### config.mk
export PLATFORM = sky130hd
export DESIGN_NAME = wb_stage
export DESIGN_NICKNAME = d
export VERILOG_FILES = /design/src/rtl/tsc_pkg.sv /design/src/rtl/wb_bypass_mux.sv /design/src/rtl/wb_stage.sv
export SDC_FILE = /design/constraint.sdc
export NUM_CORES = 1
export LEC_CHECK = 0
export BUFFER_PORTS_ARGS = -buffer_cell sky130_fd_sc_hd__buf_4
export CORE_MARGIN = 8
export CORE_UTILIZATION = 40
export DETAILED_ROUTE_END_ITERATION = 10
export PLACE_DENSITY = 0.76
export SYNTH_ARGS = -nofsm -noshare
export SYNTH_HDL_FRONTEND = slang
export SYNTH_SLANG_ARGS = --single-unit
### constraint.sdc
create_clock -name clk -period 1.67 [get_ports clk]
set_input_delay 0.2505 -clock clk [delete_from_list [all_inputs] [get_ports clk]]
set_output_delay 0.2505 -clock clk [all_outputs]
set_load 0.03 [all_outputs]
### src/rtl/tsc_pkg.sv
// Shared TSC CPU definitions: datapath widths, write-back state encoding and
// the MEM->WB instruction bundle used by both the MEM and WB stages.
package tsc_pkg;

    localparam int DATA_W = 16;
    localparam int ADDR_W = 2;
    localparam int NUM_W  = 16;

    typedef enum logic {
        RUN    = 1'b0,
        HALTED = 1'b1
    } wb_state_e;

    typedef struct packed {
        logic              reg_write;
        logic [ADDR_W-1:0] dest;
        logic              mem_to_reg;
        logic [DATA_W-1:0] alu_result;
        logic [DATA_W-1:0] mem_data;
        logic              is_wwd;
        logic [DATA_W-1:0] wwd_data;
        logic              is_halt;
    } mem_wb_t;

    function automatic logic [DATA_W-1:0] wb_select(input mem_wb_t f);
        return f.mem_to_reg ? f.mem_data : f.alu_result;
    endfunction

endpackage

### src/rtl/wb_bypass_mux.sv
// One decode read port's bypass: forwards the value being written back this
// cycle when the read address matches the write address.
module wb_bypass_mux #(
    parameter int DATA_W = 16,
    parameter int ADDR_W = 2
) (
    input  logic              wr_en,
    input  logic [ADDR_W-1:0] wr_addr,
    input  logic [DATA_W-1:0] wr_data,
    input  logic [ADDR_W-1:0] rd_addr,
    input  logic [DATA_W-1:0] rf_data,
    output logic [DATA_W-1:0] byp_data
);
    import tsc_pkg::*;

    assign byp_data = (wr_en && (rd_addr == wr_addr)) ? wr_data : rf_data;

endmodule

### src/rtl/wb_stage.sv
// Write-back stage: latches one retiring instruction per cycle, drives the
// register-file write port and decode bypass, counts retirements, handles WWD/HLT.
module wb_stage #(
    parameter int DATA_W = 16,
    parameter int ADDR_W = 2
) (
    input  logic              clk,
    input  logic              reset_n,
    input  logic              in_valid,
    output logic              in_ready,
    input  logic              flush,
    input  logic              in_reg_write,
    input  logic [ADDR_W-1:0] in_dest,
    input  logic              in_mem_to_reg,
    input  logic [DATA_W-1:0] in_alu_result,
    input  logic [DATA_W-1:0] in_mem_data,
    input  logic              in_is_wwd,
    input  logic [DATA_W-1:0] in_wwd_data,
    input  logic              in_is_halt,
    output logic              rf_write,
    output logic [ADDR_W-1:0] rf_write_addr,
    output logic [DATA_W-1:0] rf_write_data,
    input  logic [ADDR_W-1:0] rd_addr1,
    input  logic [ADDR_W-1:0] rd_addr2,
    input  logic [DATA_W-1:0] rf_data1,
    input  logic [DATA_W-1:0] rf_data2,
    output logic [DATA_W-1:0] byp_data1,
    output logic [DATA_W-1:0] byp_data2,
    output logic [15:0]       num_inst,
    output logic [DATA_W-1:0] output_port,
    output logic              is_halted
);
    import tsc_pkg::*;

    mem_wb_t in_fields;

    wb_state_e         state_q, state_d;
    logic              wb_valid_q, wb_valid_d;
    logic              wb_reg_write_q, wb_reg_write_d;
    logic [ADDR_W-1:0] wb_dest_q, wb_dest_d;
    logic [DATA_W-1:0] wb_data_q, wb_data_d;
    logic              wb_is_wwd_q, wb_is_wwd_d;
    logic [DATA_W-1:0] wb_wwd_data_q, wb_wwd_data_d;
    logic              wb_is_halt_q, wb_is_halt_d;
    logic [15:0]       num_inst_q, num_inst_d;
    logic [DATA_W-1:0] output_port_q, output_port_d;

    logic capture;
    logic retire;

    assign in_fields = '{
        reg_write:  in_reg_write,
        dest:       in_dest,
        mem_to_reg: in_mem_to_reg,
        alu_result: in_alu_result,
        mem_data:   in_mem_data,
        is_wwd:     in_is_wwd,
        wwd_data:   in_wwd_data,
        is_halt:    in_is_halt
    };

    assign in_ready = (state_q == RUN);
    assign capture  = in_valid && in_ready && !flush;
    // Anything still held in WB once halted is never retired.
    assign retire   = wb_valid_q && (state_q == RUN);

    always_comb begin
        wb_valid_d     = capture;
        wb_reg_write_d = wb_reg_write_q;
        wb_dest_d      = wb_dest_q;
        wb_data_d      = wb_data_q;
        wb_is_wwd_d    = wb_is_wwd_q;
        wb_wwd_data_d  = wb_wwd_data_q;
        wb_is_halt_d   = wb_is_halt_q;
        num_inst_d     = num_inst_q;
        output_port_d  = output_port_q;
        state_d        = state_q;

        if (capture) begin
            wb_reg_write_d = in_fields.reg_write;
            wb_dest_d      = in_fields.dest;
            wb_data_d      = wb_select(in_fields);
            wb_is_wwd_d    = in_fields.is_wwd;
            wb_wwd_data_d  = in_fields.wwd_data;
            wb_is_halt_d   = in_fields.is_halt;
        end

        if (retire) begin
            num_inst_d = num_inst_q + 16'd1;
            if (wb_is_wwd_q) begin
                output_port_d = wb_wwd_data_q;
            end
            if (wb_is_halt_q) begin
                state_d = HALTED;
            end
        end
    end

    always_ff @(posedge clk or negedge reset_n) begin
        if (!reset_n) begin
            state_q        <= RUN;
            wb_valid_q     <= 1'b0;
            wb_reg_write_q <= 1'b0;
            wb_dest_q      <= '0;
            wb_data_q      <= '0;
            wb_is_wwd_q    <= 1'b0;
            wb_wwd_data_q  <= '0;
            wb_is_halt_q   <= 1'b0;
            num_inst_q     <= 16'd0;
            output_port_q  <= '0;
        end else begin
            state_q        <= state_d;
            wb_valid_q     <= wb_valid_d;
            wb_reg_write_q <= wb_reg_write_d;
            wb_dest_q      <= wb_dest_d;
            wb_data_q      <= wb_data_d;
            wb_is_wwd_q    <= wb_is_wwd_d;
            wb_wwd_data_q  <= wb_wwd_data_d;
            wb_is_halt_q   <= wb_is_halt_d;
            num_inst_q     <= num_inst_d;
            output_port_q  <= output_port_d;
        end
    end

    assign rf_write      = retire && wb_reg_write_q;
    assign rf_write_addr = wb_dest_q;
    assign rf_write_data = wb_data_q;
    assign num_inst      = num_inst_q;
    assign output_port   = output_port_q;
    assign is_halted     = (state_q == HALTED);

    logic [ADDR_W-1:0] rd_addr  [2];
    logic [DATA_W-1:0] rf_data  [2];
    logic [DATA_W-1:0] byp_data [2];

    assign rd_addr[0] = rd_addr1;
    assign rd_addr[1] = rd_addr2;
    assign rf_data[0] = rf_data1;
    assign rf_data[1] = rf_data2;
    assign byp_data1  = byp_data[0];
    assign byp_data2  = byp_data[1];

    for (genvar gi = 0; gi < 2; gi++) begin : g_byp
        wb_bypass_mux #(
            .DATA_W(DATA_W),
            .ADDR_W(ADDR_W)
        ) u_byp (
            .wr_en    (rf_write),
            .wr_addr  (wb_dest_q),
            .wr_data  (wb_data_q),
            .rd_addr  (rd_addr[gi]),
            .rf_data  (rf_data[gi]),
            .byp_data (byp_data[gi])
        );
    end

endmodule

==> qor.yml, run 1 <==
outcome: "finished with violations"
violations: "setup timing"
area_growth_pct: 58.3
syn_area_per_cell_um2: 13.2
vias_per_cell: 4.84
period_minus_slack_ns: 2.15
drtPass1Iterations: 5
final_cell_mix: "buf_4, dfrtp_1, mux2_2"
setup_viol: 32
min_from: "in_wwd_data[0]"
antenna_left: 0
crit_fanout: 16
fmax_mhz: 465
num_vias: 2731
synth_cell_types: 25
critPathBufInv: 2
p_leak_nw: 2.64
critPathArrivalTime_ns: 1.90
die_w_um: 107
h-tree-depth: 3
pre_cts_ws_ns: -0.132
fin_cells: 564
grt_pass1_wl_mm: 15.2
io_pins: 179
cp_num_cells: 5
cp-start-kind: "flip-flop"
initial_core_util_pct: 41.0
cts_tree: "done"
drv_slew: 0
worst_pin_slew_ns: 0.468
worst_hold_slack_ns: 0.138
wl_per_cell_um: 18.0
drt_iter0_markers: 63
drive_above_1_share_pct: 64.1
synth_top_area_share_pct: 53.3
required_ns: 1.42
drc_errors: 0
critPathKind: "reg2out"
rows: 33
synthTopCellsByArea: "dfrtp_1, mux2_2, mux2i_1"
r2r-end: "num_inst[9]"
synthCells: 252
ys_ff_latch: 71
timing.final.crit_share_pct: 129
synthesis.nets: 347
worstPathCellList: "xor2_1, nor3_4, buf_12, mux2_2, buf_4"
cap_violations: 0
finalPower_w: 0.00748
antenna_found_initial: 0
chipHeight_um: 107
port_buffers: 178
power.density_mw_per_mm2: 1420
path_clk_slew_ns: 0.07
grt_use_total_pct: 16.8
cts_inserted_buffers: 9
synth_area_mm2: 0.00333
place.gp.congestion: 0.807
vdd_drop_max_mv: 1.01
r2r_setup_slack_ns: 0.02
finalHoldViolCount: 0
clock_path_buffers: 2
synth_area_leader_cell: "dfrtp_1"
fin_skew_ns: 0.00893
slew_headroom_pct: 68.8
reg2regPathDepth: 5
grt_start_max_net_pins: 38
min_path_cells: 2
slowest_stage: "dfrtp_2"
place_area_mm2: 0.00502
layout_setup_ws_ns: -0.481
yosysWarnings: 0
grt_overflow_total: 0
holdPathEnd: "wb_wwd_data_q[0]"
critPathTopFamily: "flip-flops"
final_common_cell: "buf_4"
rsz0062_at_grt: "true"
fp.dieArea_mm2: 0.0115
drt-total-wl_mm: 10.2
insertedDiodeCount: 0
slowest_delay_ns: 0.43
ys_seq_area_share_pct: 53.3
insertion_delay_ns: 0.34
root_buffer: "clkbuf_8"
dp_hpwl_mm: 7.98
hold_path_class: "in2reg"
grt_pass1_vias: 2949
finish.net_count: 550
endpoint_kind: "primary output"
clkSinkCount: 71
dp.cells: 544
fp.coreArea_mm2: 0.00813
stdcell_area_mm2: 0.00527
reg2reg_from: "is_halted"
## cell type report
type / count / area (µm²)
tap: 105 / 131
clock inverter: 3 / 21.3
multi-input combinational: 168 / 1580
clock buffer: 12 / 145
inverter: 2 / 7.51
fill: 650 / 2860
timing repair buffer: 203 / 1610
sequential: 71 / 1780
## metrics by stage
step           TNS (ns)  util, %
2_1_floorplan     -4.02        -
3_3_place_gp      -2.31     61.7
3_5_place_dp      -3.27     61.7
4_1_cts          -15.14     64.1
5_1_grt          -16.54     64.8
6_report         -14.19     64.8
## metal layers
metal / global-route usage [%] / wire [µm] / up-vias
met4: 7.04 / 181 / 0
met1: 17.6 / 3870 / 1309
li1: - / - / 1292
met2: 29.6 / 5130 / 115
met3: 6.47 / 995 / 15
met5: 0 / 0 / -
## kinds of logic (layout without fill, tap and decap cells)
family                     Yosys count  count (layout)  synth area share, %
DFF                                 71              71                 53.3
adders and majority gates            1               1                0.375
buffers and inverters               13             220                 2.18
muxes                               86              86                 28.5
and+or+nand+nor                     46              46                 8.26
AOI/OAI and AO/OA                   16              16                 2.40
xor gates and xnor gates            19              19                 4.99
## worst max-delay path by stage
stage | start | end
3_5_place_dp | rf_write_addr[0] | byp_data2[4]
6_report | rf_write_addr[0] | byp_data2[2]
4_1_cts | rf_write_addr[0] | byp_data1[1]
2_1_floorplan | is_halted | byp_data1[10]
3_3_place_gp | rf_write_addr[0] | byp_data1[1]
5_1_grt | rf_write_addr[0] | byp_data1[1]
## Yosys cell counts
cell	count
dfrtp_1	71
mux2_2	70
nor2_1	17
a21oi_1	16
mux2i_1	16
xnor2_1	11
nand2_1	9
xor2_1	8
buf_2	7
nand3_1	4
and4_1	3
and3_1	2
buf_1	2
buf_6	2
inv_1	2
nand4_1	2
nor3_4	2
ha_1	1
nand2_4	1
nand3b_1	1
nor2b_4	1
nor3_1	1
nor3b_1	1
nor4_4	1
or2b_1	1
## sequential cells by signal, indices dropped and copies added (netlist names)
register        flops
is_halted           1
output_port        16
wb_valid_q          1
wb_is_wwd_q         1
rf_write_addr       2
num_inst           16
wb_wwd_data_q      16
wb_reg_write_q      1
wb_is_halt_q        1
rf_write_data      16
## where the power goes
part / total, W / switching (W) / internal [W]
Combinational: 0.00339 / 0.00186 / 0.00153
Clock: 0.00116 / 0.000588 / 0.000572
Sequential: 0.00292 / 0.000503 / 0.00242
## repair_timing
| action | CTS | global route |
|---|---|---|
| setup endpoints to repair | 35 | 42 |
| setup buffers | 0 | 2 |
| hold endpoints to repair | 34 | 0 |
| gates resized for setup | 5 | 5 |
| cloned | 0 | 2 |
| hold buffers | 1 | 0 |
| pin swaps | 1 | 1 |
Power figures use the tool's default switching activity.
==> inputs of run 2 (changes only) <==
--- a/config.mk
+++ b/config.mk
@@ -10,6 +10,7 @@
 export CORE_UTILIZATION = 40
 export DETAILED_ROUTE_END_ITERATION = 10
 export PLACE_DENSITY = 0.76
+export SETUP_SLACK_MARGIN = 0.15
 export SYNTH_ARGS = -nofsm -noshare
 export SYNTH_HDL_FRONTEND = slang
 export SYNTH_SLANG_ARGS = --single-unit
==> qor.yml, run 2 (synthesis gave the netlist of run 1 again) <==
outcome: "finished with violations"
violations: "setup timing"
rsz0062_at_grt: "true"
chipHeight_um: 107  # unchanged
area_growth_pct: 80.4
power.density_mw_per_mm2: 1390  # -2.0%
io_pins: 179  # unchanged
endpoint_kind: "primary output"
wl_per_cell_um: 19.3  # +7.2%
root_buffer: "clkbuf_8"
min_path_cells: 2  # unchanged
cp-start-kind: "flip-flop"
timing.final.crit_share_pct: 131  # +1.8 points
fmax_mhz: 458  # -1.4%
finalHoldViolCount: 0  # unchanged
insertedDiodeCount: 0  # unchanged
pre_cts_ws_ns: -0.151  # -0.0185 ns
antenna_left: 0  # unchanged
worst_pin_slew_ns: 0.339  # -0.129 ns
reg2regPathDepth: 6  # +1
drive_above_1_share_pct: 72.8  # +8.7 points
place_area_mm2: 0.00502  # about the same
clkSinkCount: 71  # unchanged
grt_overflow_total: 0  # unchanged
p_leak_nw: 2.95  # +12%
num_vias: 2863  # +4.8%
cts_tree: "done"
layout_setup_ws_ns: -0.511  # -0.0305 ns
drtPass1Iterations: 4  # -1
required_ns: 1.42  # about the same
grt_use_total_pct: 17.7  # +0.87 points
slew_headroom_pct: 77.2  # +8.4 points
final_common_cell: "buf_4"
period_minus_slack_ns: 2.18  # +0.0305 ns
drc_errors: 0  # unchanged
cap_violations: 0  # unchanged
drv_slew: 0  # unchanged
drt_iter0_markers: 56  # -11%
port_buffers: 178  # unchanged
insertion_delay_ns: 0.34  # about the same
path_clk_slew_ns: 0.09  # +0.02 ns
dp_hpwl_mm: 7.85  # -1.6%
cts_inserted_buffers: 9  # unchanged
rows: 33  # unchanged
fp.coreArea_mm2: 0.00813  # unchanged
vias_per_cell: 4.94  # +2.1%
finish.net_count: 564  # +2.5%
critPathArrivalTime_ns: 1.93  # +0.03 ns
setup_viol: 32  # unchanged
die_w_um: 107  # unchanged
place.gp.congestion: 0.782  # -3.1%
final_cell_mix: "buf_4, dfrtp_1, mux2_4"
stdcell_area_mm2: 0.00601  # +14%
vdd_drop_max_mv: 1.05  # +3.6%
crit_fanout: 6  # -10
drt-total-wl_mm: 11.2  # +10%
grt_pass1_wl_mm: 16.1  # +6.0%
antenna_found_initial: 0  # unchanged
grt_start_max_net_pins: 33  # -13%
grt_pass1_vias: 2973  # +0.81%
initial_core_util_pct: 41.0  # unchanged
fp.dieArea_mm2: 0.0115  # unchanged
h-tree-depth: 3  # unchanged
hold_path_class: "in2reg"
clock_path_buffers: 2  # unchanged
critPathKind: "reg2out"
fin_skew_ns: 0.0120  # +0.00310 ns
-- run 2: area by class of cell --
cell class | count | area [µm²]
Sequential cell | 71 | 1780
Tap cell | 105 | 131
Fill cell | 537 | 2120
Timing Repair Buffer | 217 | 2040
Multi-Input combinational cell | 168 | 1850
Clock buffer | 9 | 124
Clock inverter | 7 | 80.1
Inverter | 2 | 7.51
-- run 2: where the power goes --
part	switching (W)	internal (W)	total, W
sequential	0.000617	0.00242	0.00304
clock	0.000693	0.000710	0.00140
combinational	0.00198	0.00192	0.00390
total	0.00329	0.00506	0.00835
-- run 2: critical path, cell delays in order, from the launching register on --
cell and delay [ns]:
dfrtp_2 0.44, xor2_1 0.19, nor3_4 0.22, buf_12 0.14
clkbuf_16 0.15, mux2_4 0.31, buf_6 0.14
-- run 2: what timing repair did --
action | CTS | global route
setup buffers | 4 | 8
hold endpoints to repair | 20 | 0
hold buffers | 1 | 0
gates cloned | 2 | 7
gates resized for setup | 37 | 82
pin swaps | 4 | 17
endpoints found under the setup margin | 64 | 75
-- run 2: worst paths after layout --
kind                            slack (ns)                 to        startpoint
min in group asynchronous             0.33     output_port[4]           reset_n
worst min register to register        0.49       num_inst[15]      num_inst[15]
max in group asynchronous             0.77  rf_write_data[12]           reset_n
worst min-delay path                  0.13   wb_wwd_data_q[0]    in_wwd_data[0]
worst max register to register        0.01  wb_wwd_data_q[12]         is_halted
worst max-delay path                 -0.51       byp_data1[3]  rf_write_addr[0]
-- run 2: metal layers --
layer	routed length (µm)	vias to the layer above	global-route usage (%)
met1	4360	1407	19.7
met4	138	0	5.43
met5	0	-	0
met2	5730	120	30.7
met3	974	11	6.53
li1	-	1325	-
-- run 2: stage by stage --
step	hold WS [ns]	utilization, %	total power (W)	std cells	TNS [ns]
6_report	0.134	73.9	0.00835	579	-15.25
5_1_grt	0.116	73.9	0.00878	579	-17.84
4_1_cts	0.120	67.1	0.00793	564	-15.71
3_5_place_dp	0.158	61.8	0.00632	541	-3.76
3_3_place_gp	0.156	61.8	0.00620	541	-2.50
2_1_floorplan	-0.0451	-	0.00483	252	-4.02
==> inputs of run 3 (changes only) <==
--- a/config.mk
+++ b/config.mk
@@ -6,8 +6,8 @@
 export NUM_CORES = 1
 export LEC_CHECK = 0
 export BUFFER_PORTS_ARGS = -buffer_cell sky130_fd_sc_hd__buf_4
-export CORE_MARGIN = 8
 export CORE_UTILIZATION = 40
+export CTS_BUF_LIST = sky130_fd_sc_hd__clkbuf_2 sky130_fd_sc_hd__clkbuf_4 sky130_fd_sc_hd__clkbuf_8
 export DETAILED_ROUTE_END_ITERATION = 10
 export PLACE_DENSITY = 0.76
 export SETUP_SLACK_MARGIN = 0.15
==> qor.yml, run 3 (synthesis gave the netlist of run 1 again) <==
drc_errors: 0  # unchanged
worstPathCellList: "xor2_1, nor3_4, buf_6, buf_12, mux2_2, buf_6"
antenna_found_initial: 0  # unchanged
drtPass1Iterations: 4  # unchanged
finalHoldViolCount: 0  # unchanged
final_common_cell: "buf_4"
rsz0062_at_grt: "true"
worst_pin_slew_ns: 0.284  # -0.0550 ns
path_clk_slew_ns: 0.07  # -0.02 ns
cts_tree: "done"
fin_skew_ns: 0.0110  # -0.000992 ns
seqCellArea_mm2: 0.00178  # unchanged
cap_violations: 0  # unchanged
p_leak_nw: 2.84  # -3.8%
num-fill-cells: 540  # +0.56%
grt_overflow_total: 0  # unchanged
drt_iter0_markers: 73  # +30%
wl_per_cell_um: 17.2  # -11%
h-tree-depth: 3  # unchanged
fp.dieArea_mm2: 0.00870  # -24%
cp-start-kind: "flip-flop"
multiInputGateArea_mm2: 0.00171  # -7.6%
hold_path_class: "in2reg"
crit_fanout: 8  # +2
insertion_delay_ns: 0.34  # about the same
endpoint_kind: "primary output"
antenna_left: 0  # unchanged
fmax_mhz: 463  # +0.97%
io_pins: 179  # unchanged
final_cell_mix: "buf_4, dfrtp_1, mux2_4"
clock_path_buffers: 2  # unchanged
outcome: "finished with violations"
stdcell_area_mm2: 0.00570  # -5.2%
violations: "setup timing"
insertedDiodeCount: 0  # unchanged
chipHeight_um: 93.3  # -13%
vdd_drop_max_mv: 1.21  # +15%
crit_path_frequent_cell: "buf_6"
die_w_um: 93.3  # -13%
root_buffer: "clkbuf_8"
period_minus_slack_ns: 2.16  # -0.0209 ns
slew_headroom_pct: 81.1  # +3.8 points
grt_pass1_wl_mm: 14.3  # -11%
fp.coreArea_mm2: 0.00789  # -3.0%
drv_slew: 0  # unchanged
grt_use_total_pct: 21.8  # +4.1 points
grt_pass1_vias: 2946  # -0.91%
drive_above_1_share_pct: 67.1  # -5.7 points
initial_core_util_pct: 42.2  # +1.3 points
clkSinkCount: 71  # unchanged
grt_start_max_net_pins: 37  # +12%
slowest_stage: "dfrtp_2"
place_area_mm2: 0.00499  # -0.57%
port_buffers: 178  # unchanged
num_vias: 2817  # -1.6%
critPathKind: "reg2out"
critPathArrivalTime_ns: 1.91  # -0.02 ns
layout_setup_ws_ns: -0.490  # +0.0209 ns
slowest_delay_ns: 0.43  # about the same
finish.net_count: 558  # -1.1%
area_growth_pct: 71.0
timing.final.crit_share_pct: 129  # -1.3 points
required_ns: 1.42  # about the same
drt-total-wl_mm: 9.80  # -13%
vias_per_cell: 4.94  # about the same
worst_hold_slack_ns: 0.139  # +0.00500 ns
cts_inserted_buffers: 9  # unchanged
power.density_mw_per_mm2: 1390  # +0.37%
place.gp.congestion: 0.724  # -7.4%
rows: 32  # -3.0%
setup_viol: 43  # +34%
dp_hpwl_mm: 6.81  # -13%
[run 3: cell count changes in the layout (fill, tap and decap cells not counted), moves of 4 or more]
cell     change
nor2_2       -4
a21oi_1      +9
a21oi_2      -9
mux2_2       +4
nor2_4       -8
nor2_1      +12
mux2_4       -4
buf_6        -6
buf_4        +4
[run 3: repair_timing]
item / 4_1_cts / 5_1_grt
gates cloned: 2 / 4
resized for setup: 52 / 34
hold endpoints to repair: 16 / 0
hold buffers: 1 / 0
pin swaps: 2 / 5
buffers inserted: 4 / 5
endpoints found under the setup margin: 52 / 77
[run 3: layout make-up]
cell class	count	share of cell area, %
sequential	71	31.3
clock inverter	4	0.505
timing repair buffer	211	33.1
tap	102	2.24
clock buffer	12	2.79
inverter	2	0.132
multi-input combinational	168	29.9
[run 3: final timing paths]
path                                       start                 to  slack, ns  cells after the start
max in group asynchronous                reset_n   wb_wwd_data_q[9]       0.81                      3
worst min register to register      num_inst[15]       num_inst[15]       0.47                      1
worst max register to register         is_halted  wb_wwd_data_q[12]      -0.02                      6
min in group asynchronous                reset_n    output_port[14]       0.33                      2
worst min-delay path              in_wwd_data[7]   wb_wwd_data_q[7]       0.14                      2
worst max-delay path            rf_write_addr[0]       byp_data2[2]      -0.49                      6
[run 3: power by group]
part	internal [W]	leakage (nW)	switching (W)	total, W
Clock	0.000640	0.0924	0.000633	0.00127
Combinational	0.00180	1.88	0.00188	0.00368
Sequential	0.00243	0.863	0.000562	0.00299
[run 3: stage by stage]
step	total power [W]	TNS [ns]	utilization, %	cells	setup WS [ns]
2_1_floorplan	0.00483	-4.02	-	252	-0.169
3_3_place_gp	0.00615	-2.23	63.3	538	-0.0950
3_5_place_dp	0.00626	-3.32	63.3	538	-0.128
4_1_cts	0.00775	-14.75	68.8	561	-0.491
5_1_grt	0.00835	-18.86	72.2	570	-0.557
6_report	0.00794	-14.86	72.2	570	-0.490
[run 3: metal layers]
layer	track usage [%]	vias to the layer above	wire [µm]
li1	-	1304	-
met1	22.9	1389	3710
met2	40.3	114	5200
met3	7.80	10	789
met4	6.67	0	99
met5	0	-	0
[run 3: worst max-delay path, delay by kind of cell, from the launching register on]
kind | cells | cell delay [ns]
xor+xnor | 1 | 0.19
buf+inv | 3 | 0.41
flops | 1 | 0.43
mux | 1 | 0.34
simple gates | 1 | 0.19
